`config.mk`:
```
export PLATFORM = sky130hd
export DESIGN_NAME = perceptron_ctrl
export DESIGN_NICKNAME = d
export VERILOG_FILES = /design/src/rtl/perceptron_ctrl.sv
export SDC_FILE = /design/constraint.sdc
export NUM_CORES = 1
export LEC_CHECK = 0
export CAP_MARGIN = 40
export CORE_MARGIN = 5
export CORE_UTILIZATION = 30
export CTS_BUF_LIST = sky130_fd_sc_hd__clkbuf_2
export DETAILED_ROUTE_END_ITERATION = 6
export PLACE_DENSITY_LB_ADDON = 0.3
export REMOVE_ABC_BUFFERS = 1
export SYNTH_ARGS = -nofsm -noshare
export SYNTH_HDL_FRONTEND = slang
export SYNTH_SLANG_ARGS = --single-unit
```
`constraint.sdc`:
```
create_clock -name clk -period 2.4 [get_ports clk]
set_clock_uncertainty 0.2 [all_clocks]
set_input_delay 0.36 -clock clk [delete_from_list [all_inputs] [get_ports clk]]
set_output_delay 0.36 -clock clk [all_outputs]
set_load 0.05 [all_outputs]
```
`src/rtl/perceptron_ctrl.sv`:
```
// rtl/perceptron_ctrl.sv - byte-stream command sequencer for one perceptron node
//
// Purpose:
//    Decodes addressed frames [ADDR][OP][payload] from a UART RX byte stream,
//    loads operands D1/D2, sequences MUL / MUL-ADD on a shared multiplier and
//    returns the 32-bit accumulator over the UART TX byte interface.
//    OP 0: load D1, OP 1: load D2 (4 bytes, LSB first), OP 2: send acc,
//    OP 5: acc = D1*D2, OP 6: acc = acc + D1*D2.
//
// Configuration:
//    PERCEPTRON_CTRL_BCAST_EN - when defined, address 0xFF also matches; OP 2
//    under 0xFF is a no-op so that several nodes never drive TX at once.
//
// Ports:
//    clk        in   1   system clock, rising edge
//    nRst       in   1   asynchronous active-low reset
//    rx_byte    in   8   received UART byte
//    rx_valid   in   1   1-cycle strobe, rx_byte valid
//    tx_byte    out  8   byte to transmit, stable while tx_valid is high
//    tx_valid   out  1   tx_byte valid, held until accepted
//    tx_ready   in   1   UART TX can accept
//    mul_a      out  32  multiplier operand A (D1)
//    mul_b      out  32  multiplier operand B (D2)
//    mul_start  out  1   1-cycle multiply launch pulse
//    mul_done   in   1   1-cycle pulse, mul_p valid
//    mul_p      in   32  product, low 32 bits
//    acc        out  32  accumulator register
//    busy       out  1   high whenever the sequencer is not idle

module perceptron_ctrl #(
   parameter logic [7:0] NODE_ADDR = 8'd100,
   parameter int         TIMEOUT   = 500000
) (
   input  logic        clk,
   input  logic        nRst,
   input  logic [7:0]  rx_byte,
   input  logic        rx_valid,
   output logic [7:0]  tx_byte,
   output logic        tx_valid,
   input  logic        tx_ready,
   output logic [31:0] mul_a,
   output logic [31:0] mul_b,
   output logic        mul_start,
   input  logic        mul_done,
   input  logic [31:0] mul_p,
   output logic [31:0] acc,
   output logic        busy
);

   localparam logic [2:0] S_IDLE    = 3'd0;
   localparam logic [2:0] S_OPCODE  = 3'd1;
   localparam logic [2:0] S_SKIP_OP = 3'd2;
   localparam logic [2:0] S_SKIP_PL = 3'd3;
   localparam logic [2:0] S_LOAD    = 3'd4;
   localparam logic [2:0] S_EXEC    = 3'd5;
   localparam logic [2:0] S_SEND    = 3'd6;

   localparam int              GW      = $clog2(TIMEOUT + 1);
   localparam logic [GW-1:0]   GAP_MAX = GW'(TIMEOUT - 1);

   logic [2:0]    r_state;
   logic [1:0]    r_cnt;
   logic [GW-1:0] r_gap;
   logic [31:0]   r_stage;
   logic [31:0]   r_d1;
   logic [31:0]   r_d2;
   logic [31:0]   r_acc;
   logic [31:0]   r_snap;
   logic          r_sel_d2;
   logic          r_op_add;
   logic          r_mul_start;
   logic          r_bcast;

   logic          w_addr_hit;
   logic          w_is_bcast;
   logic          w_timed;
   logic          w_timeout;
   logic          w_tx_fire;
   logic [31:0]   w_stage_next;
   logic [7:0]    w_snap_byte;

`ifdef PERCEPTRON_CTRL_BCAST_EN
   assign w_is_bcast = (rx_byte == 8'hFF);
   assign w_addr_hit = (rx_byte == NODE_ADDR) || w_is_bcast;
`else
   assign w_is_bcast = 1'b0;
   assign w_addr_hit = (rx_byte == NODE_ADDR);
`endif

   // Inter-byte gap timer only runs while a command is partially received.
   assign w_timed   = (r_state == S_OPCODE) || (r_state == S_SKIP_OP) ||
                      (r_state == S_SKIP_PL) || (r_state == S_LOAD);
   assign w_timeout = w_timed && !rx_valid && (r_gap == GAP_MAX);

   assign w_tx_fire    = tx_valid && tx_ready;
   assign w_stage_next = {rx_byte, r_stage[31:8]};

   always_comb begin
      w_snap_byte = 8'h00;
      case (r_cnt)
         2'd0: w_snap_byte = r_snap[7:0];
         2'd1: w_snap_byte = r_snap[15:8];
         2'd2: w_snap_byte = r_snap[23:16];
         2'd3: w_snap_byte = r_snap[31:24];
         default: w_snap_byte = 8'h00;
      endcase
   end

   assign tx_valid  = (r_state == S_SEND);
   assign tx_byte   = tx_valid ? w_snap_byte : 8'h00;
   assign mul_a     = r_d1;
   assign mul_b     = r_d2;
   assign mul_start = r_mul_start;
   assign acc       = r_acc;
   assign busy      = (r_state != S_IDLE);

   always_ff @(posedge clk or negedge nRst) begin
      if (!nRst) begin
         r_state     <= S_IDLE;
         r_cnt       <= 2'd0;
         r_gap       <= '0;
         r_stage     <= 32'd0;
         r_d1        <= 32'd0;
         r_d2        <= 32'd0;
         r_acc       <= 32'd0;
         r_snap      <= 32'd0;
         r_sel_d2    <= 1'b0;
         r_op_add    <= 1'b0;
         r_mul_start <= 1'b0;
         r_bcast     <= 1'b0;
      end else begin
         r_mul_start <= 1'b0;
         if (w_timed && !rx_valid) r_gap <= r_gap + 1'b1;
         else                      r_gap <= '0;

         case (r_state)
            S_IDLE: begin
               if (rx_valid) begin
                  r_state <= w_addr_hit ? S_OPCODE : S_SKIP_OP;
                  r_bcast <= w_is_bcast;
               end
            end
            S_OPCODE: begin
               if (rx_valid) begin
                  r_cnt <= 2'd0;
                  if (rx_byte == 8'd0 || rx_byte == 8'd1) begin
                     r_state  <= S_LOAD;
                     r_sel_d2 <= rx_byte[0];
                  end else if (rx_byte == 8'd5 || rx_byte == 8'd6) begin
                     r_state     <= S_EXEC;
                     r_op_add    <= (rx_byte == 8'd6);
                     r_mul_start <= 1'b1;
                  end else if (rx_byte == 8'd2 && !r_bcast) begin
                     r_state <= S_SEND;
                     r_snap  <= r_acc;
                  end else begin
                     r_state <= S_IDLE;
                  end
               end else if (w_timeout) begin
                  r_state <= S_IDLE;
               end
            end
            S_SKIP_OP: begin
               if (rx_valid) begin
                  r_cnt   <= 2'd0;
                  r_state <= (rx_byte == 8'd0 || rx_byte == 8'd1) ? S_SKIP_PL : S_IDLE;
               end else if (w_timeout) begin
                  r_state <= S_IDLE;
               end
            end
            S_SKIP_PL: begin
               if (rx_valid) begin
                  r_cnt <= r_cnt + 2'd1;
                  if (r_cnt == 2'd3) r_state <= S_IDLE;
               end else if (w_timeout) begin
                  r_state <= S_IDLE;
               end
            end
            S_LOAD: begin
               if (rx_valid) begin
                  r_stage <= w_stage_next;
                  r_cnt   <= r_cnt + 2'd1;
                  if (r_cnt == 2'd3) begin
                     if (r_sel_d2) r_d2 <= w_stage_next;
                     else          r_d1 <= w_stage_next;
                     r_state <= S_IDLE;
                  end
               end else if (w_timeout) begin
                  r_stage <= 32'd0;
                  r_state <= S_IDLE;
               end
            end
            S_EXEC: begin
               // A done pulse in the launch cycle cannot belong to this multiply.
               if (mul_done && !r_mul_start) begin
                  r_acc   <= r_op_add ? (r_acc + mul_p) : mul_p;
                  r_state <= S_IDLE;
               end
            end
            S_SEND: begin
               if (w_tx_fire) begin
                  r_cnt <= r_cnt + 2'd1;
                  if (r_cnt == 2'd3) r_state <= S_IDLE;
               end
            end
            default: r_state <= S_IDLE;
         endcase
      end
   end

endmodule

```
======== Yosys cells after proc, flatten, opt, wreduce, memory -nomap -nowiden ========
Index checks and enable logic that the tools add are counted.
operators by class
  reductions and logical operators ........ 28
  add/subtract/negate cells ............... 3
  bitwise gates (word level) .............. 3
  multiplexer cells ....................... 28
  equality and inequality tests ........... 20
operators with widths
  cell                   count
  $mux 32                3
  $mux 3                 11
  $add 32x32->32         1
  $pmux 8 s4             1
  $add 19x1->19 const B  1
  $eq 19x19->1 const B   1
  $mux 19                1
  $pmux 3 s6             1
  $eq 8x3->1 const B     2
  $reduce_and 4->1       4
  $mux 2                 5
  $eq 3x3->1 const B     3
  $eq 8x1->1 const B     1
  $eq 8x2->1 const B     1
  $eq 8x7->1 const B     1
  $logic_not 8->1        1
  $mux 8                 1
  $eq 3x2->1 const B     2
  $ne 2x1->1 const B     3
  $pmux 2 s3             1
  $reduce_and 3->1       2
  $reduce_bool 3->1      2
  $logic_or 1x1->1       5
  $reduce_and 5->1       1
  14 further kinds       27
word-level totals
  output and inout bits ................... 107
  input bits .............................. 45
  logic and storage cells ................. 93
  register bits ........................... 187

======== Logic depth before layout (Yosys ltp) ========
  depth in word-level cells ............... 9
  depth in mapped cells ................... 11
  mapped depth without buffers ............ 11

======== Worst setup path before layout ========
Ideal clock, no wire load.
  path kind ............................... register to register
  from .................................... register r_acc[0], in the netlist acc[0]
  to ...................................... register r_acc[22], in the netlist acc[22]
  arrival time ............................ 2.665 ns
  clock period less this slack ............ 2.986 ns
  buffers on the path ..................... 0
  path slack .............................. -0.586 ns
  cell stages (with the launch flop) ...... 12
  cell sequence ........................... dfrtp_1 > ha_1 > inv_1 > fa_1 > nor2b_1 > o2111ai_1 > a21oi_1 > o2111ai_1 > and2_1 > o21ai_0 > mux2i_1 > nand2_1
on the way
  cells in the longest elaborated chain, start to end .. 2
ends and longest elaborated chain
  what                      line  text
  start: declaration        67    logic [31:0] r_acc;
  start signal: assignment  196   r_acc <= r_op_add ? (r_acc + mul_p) : mul_p;
  $add 32x32->32            196
  $mux 32                   196
Every way passes these cells.
A chain may end at the register's enable or synchronous reset.

======== Worst setup path in the final report ========
  from .................................... register r_cnt[0]
  to ...................................... output tx_byte[2]
on the way
  cells in the longest elaborated chain, start to end .. 3
  elaborated cells on any way between the ends .. 6
  classes of those cells .................. 3 x eq/ne; 2 x mux; 1 x reduce/logical
ends and longest elaborated chain
  what                                line  text
  start: declaration                  62    logic [1:0] r_cnt;
  start signal: assignment            173   r_cnt <= r_cnt + 2'd1;
  start signal: assignment            182   r_cnt <= r_cnt + 2'd1;
  start signal: assignment            202   r_cnt <= r_cnt + 2'd1;
  $eq 2x2->1 (tied with other cells)  100   case (r_cnt)
  $pmux 8 s4 *                        100
  $mux 8 *                            110   assign tx_byte = tx_valid ? w_snap_byte : 8'h00;
  end: declaration                    38    output logic [7:0] tx_byte,
Mark *: on every way between the ends. The rest lies on a longest branch, timed or not.

==> flow_summary.ini <==
[power]
clock_power_share_pct = 22.2
p_comb_share_pct = 33.8
switching_share_pct = 38.1
p_leak_nw = 6.57
pwr-share-seq_pct = 44.0
irDropWorstVdd_uv = 326
p_sw_mw = 2.98
p_int_mw = 4.83
p_per_area_nw_per_um2 = 585

[grt]
grt_pass1_wl_mm = 44.7
antenna_found_initial = 0
grt_pass1_vias = 8165
grt_use_total_pct = 16.3
grt_start_max_net_pins = 54
grt-ovfl-total = 0

[status]
violations = negative setup slack
outcome = complete, but fails checks

[clock_network]
numCtsBuffers = 17
cts.sinks = 179
clk_latency_ns = 0.78
clkTransAtPathRegs_ns = 0.32
tritoncts = yes
htreeDepth = 4
cts_root_buf = clkbuf_2
clock_path_buffers = 2

[logic_synthesis]
synth.avg_cell_area_um2 = 10.5
syn-cell-area_um2 = 9270
synth_area_leaders = dfrtp_1 48%, mux2_2 12%, ha_1 4.9%
ys.flop_type = dfrtp_1
synth_edf_count = 0
synth_common_cells = 179 x dfrtp_1, 98 x mux2_2, 73 x nor2_1
yosysWarningCount = 0
yosysSeqAreaShare_pct = 48.3
synth_top_cell_by_area = dfrtp_1
netlist_instances = 881
async_reset_ff_share_pct = 100
yosys_register_bits = 179
yosysMostFrequentCell = dfrtp_1
yosysUniqueCellTypes = 50
synth_top_area_share_pct = 48.3

[finish]
synthToLayoutAreaGrowth_pct = 44.2
finalNonFillerCells = 1607
final.fill_count = 2918
finalNetCount = 1280
diodes = 0
drive_gt1_share_pct = 37.4

[sta]
rsz0062_at_grt = true
hold_viol = 0
fmax_mhz = 327
fin_tns_setup_ns = -8.07
finalCritPeriodShare_pct = 127
slew_headroom_pct = 63.7
layout_setup_ws_ns = -0.660
period_needed_ns = 3.06
worst_slew_pin_slew_ns = 0.547
setup_viol = 29
drv_slew = 0

[routing]
routed-via-count = 8159
drc_errors = 0
drtIter0Drc = 524
drt_wl_total_mm = 28.5
avgViaCountPerCell = 5.08
post_drt_wl_per_cell_um = 17.8
ant_nets = 0
drt_pass1_iterations = 5

[hold_path]
holdPathStages = 3
min_from = mul_p[8]
hold_end = acc[8]$_DFFE_PN0P_
hold_path.class = in2reg

[die]
initial_utilization_pct = 30.3
die_h_um = 186
die_w_um = 186
fp-row-count = 64
coreArea_um2 = 30600
num_io_pins = 152
die-area_um2 = 34500

[placement]
portBuffers = 151
dp_hpwl_mm = 20.1
gp_congestion = 0.923
placed_cells = 1534

[setup_path]
reg2regPathDepth = 13
worstSetupPathType = reg2out
cp.required_ns = 1.84
worstPathArrival_ns = 2.50
reg2reg_from = acc[0]$_DFFE_PN0P_
rrSetupSlack_ns = -0.32
cp-start-kind = register
crit_path_end_kind = primary output
timing.rr.end = acc[14]$_DFFE_PN0P_
path_max_fanout = 8

[job]
max-cap-violations = 0
-- metal layers --
layer / share of wire [%] / wire length (um) / track usage [%] / vias to the layer above
met4: 1.3 / 374 / 3.56 / 0
met1: 46 / 13100 / 23.0 / 4041
li1: - / - / - / 3846
met5: 0 / 0 / 0 / -
met2: 47 / 13300 / 26.3 / 243
met3: 6.2 / 1770 / 2.93 / 29
-- area by class of cell --
cell class	count	area, um2	share of cell area (%)
timing repair buffer	344	3060	22.9
inverter	19	76.3	0.571
multi-input combinational	637	4960	37.1
tap	396	495	3.71
sequential	179	4480	33.5
clock inverter	15	203	1.52
clock buffer	17	85.1	0.636
-- sequential cells by signal, indices dropped and copies added, names as in the netlist --
signal,flops
acc,32
mul_a,32
mul_b,32
mul_start,1
r_cnt,2
r_gap,19
r_op_add,1
r_sel_d2,1
r_snap,32
r_stage,24
r_state,3
-- kinds of logic (layout without fill, tap and decap cells) --
family                   after synthesis  in the layout  share of synthesized area [%]
AND/OR/NAND/NOR                      242            243                           12.5
AO/OA/AOI/OAI                        207            207                           14.3
flip-flops                           179            179                           48.3
multiplexers                         117            117                           14.0
buffers and inverters                 66            395                           2.74
adder cells (fa/ha/maj)               37             37                           5.07
XOR/XNOR                              33             33                           3.12
-- through the flow --
| step | instance area, um2 | hold slack, ns | power, mW | utilization [%] | worst slack [ns] |
|---|---|---|---|---|---|
| 3_5_place_dp | 12300 | 0.159 | 5.75 | 40.3 | -0.994 |
| 2_1_floorplan | 9090 | -0.136 | 4.65 | - | -0.832 |
| 4_1_cts | 13100 | 0.00287 | 7.70 | 42.9 | -0.683 |
| 5_1_grt | 13400 | 0.00546 | 8.26 | 43.7 | -0.815 |
| 6_report | 13400 | 0.0805 | 7.81 | 43.7 | -0.660 |
| 3_3_place_gp | 12300 | 0.157 | 5.73 | 40.3 | -0.992 |
-- worst max-delay path, cell delays in order, from the launching register on --
cell and delay, ns:
dfrtp_2 0.54, ha_4 0.22, a222oi_1 0.51, nor2_1 0.09, a21oi_1 0.14, nor2_1 0.08, buf_6 0.16
-- power groups by stage --
| stage | logic (mW) | registers (mW) | clock network (mW) |
|---|---|---|---|
| floorplan | 0.932 | 3.72 | 0 |
| detailed placement | 2.29 | 3.47 | 0 |
| global placement | 2.27 | 3.46 | 0 |
| global route | 2.85 | 3.47 | 1.93 |
| finish | 2.64 | 3.44 | 1.73 |
| CTS | 2.45 | 3.43 | 1.82 |
-- how the worst max path moves through the flow --
stage                      startpoint  slack (ns)  depth (start not counted)                 endpoint
6_report         r_cnt[0]$_DFFE_PN0P_       -0.66                          6               tx_byte[2]
3_5_place_dp                 mul_p[0]       -0.99                         13      acc[22]$_DFFE_PN0P_
3_3_place_gp                 mul_p[0]       -0.99                         13      acc[22]$_DFFE_PN0P_
4_1_cts          r_cnt[0]$_DFFE_PN0P_       -0.68                          7               tx_byte[2]
5_1_grt          r_cnt[0]$_DFFE_PN0P_       -0.81                          6               tx_byte[1]
2_1_floorplan  r_state[1]$_DFFE_PN0P_       -0.83                          7  r_stage[10]$_DFFE_PN0P_
-- cell usage in the layout (no fill, tap or decap), types with 6 or more instances in the layout --
cell               n
or3_1              7
nand2_1           57
buf_6             22
ha_1              25
a22o_1            24
buf_2              7
a21o_1            13
and3_1            22
nor3_1             9
clkinv_8           7
o21ai_1           10
dfrtp_1          177
inv_1             14
clkdlybuf4s15_1   23
xor2_1            20
clkdlybuf4s50_1   43
buf_12             8
nand2_2            6
o22ai_1            6
a222oi_1           8
nand3_1           20
nand4_1           13
o21ai_0           34
mux2i_1           19
dlygate4sd3_1     16
buf_4            159
clkbuf_2          36
xnor2_1           10
clkdlybuf4s15_2   30
mux2_2            97
nor2_1            67
ha_4              10
a21oi_1           56
dlygate4sd2_1     15
a21oi_2           14
-- repair_timing --
item | in CTS | in global routing
cloned | 1 | 0
setup endpoints to repair | 128 | 81
resized for setup | 277 | 107
setup buffers | 10 | 15
pin swaps | 35 | 40
hold buffers | 17 | 0
hold endpoints to repair | 195 | 0
(Power assumes the default switching activity.)
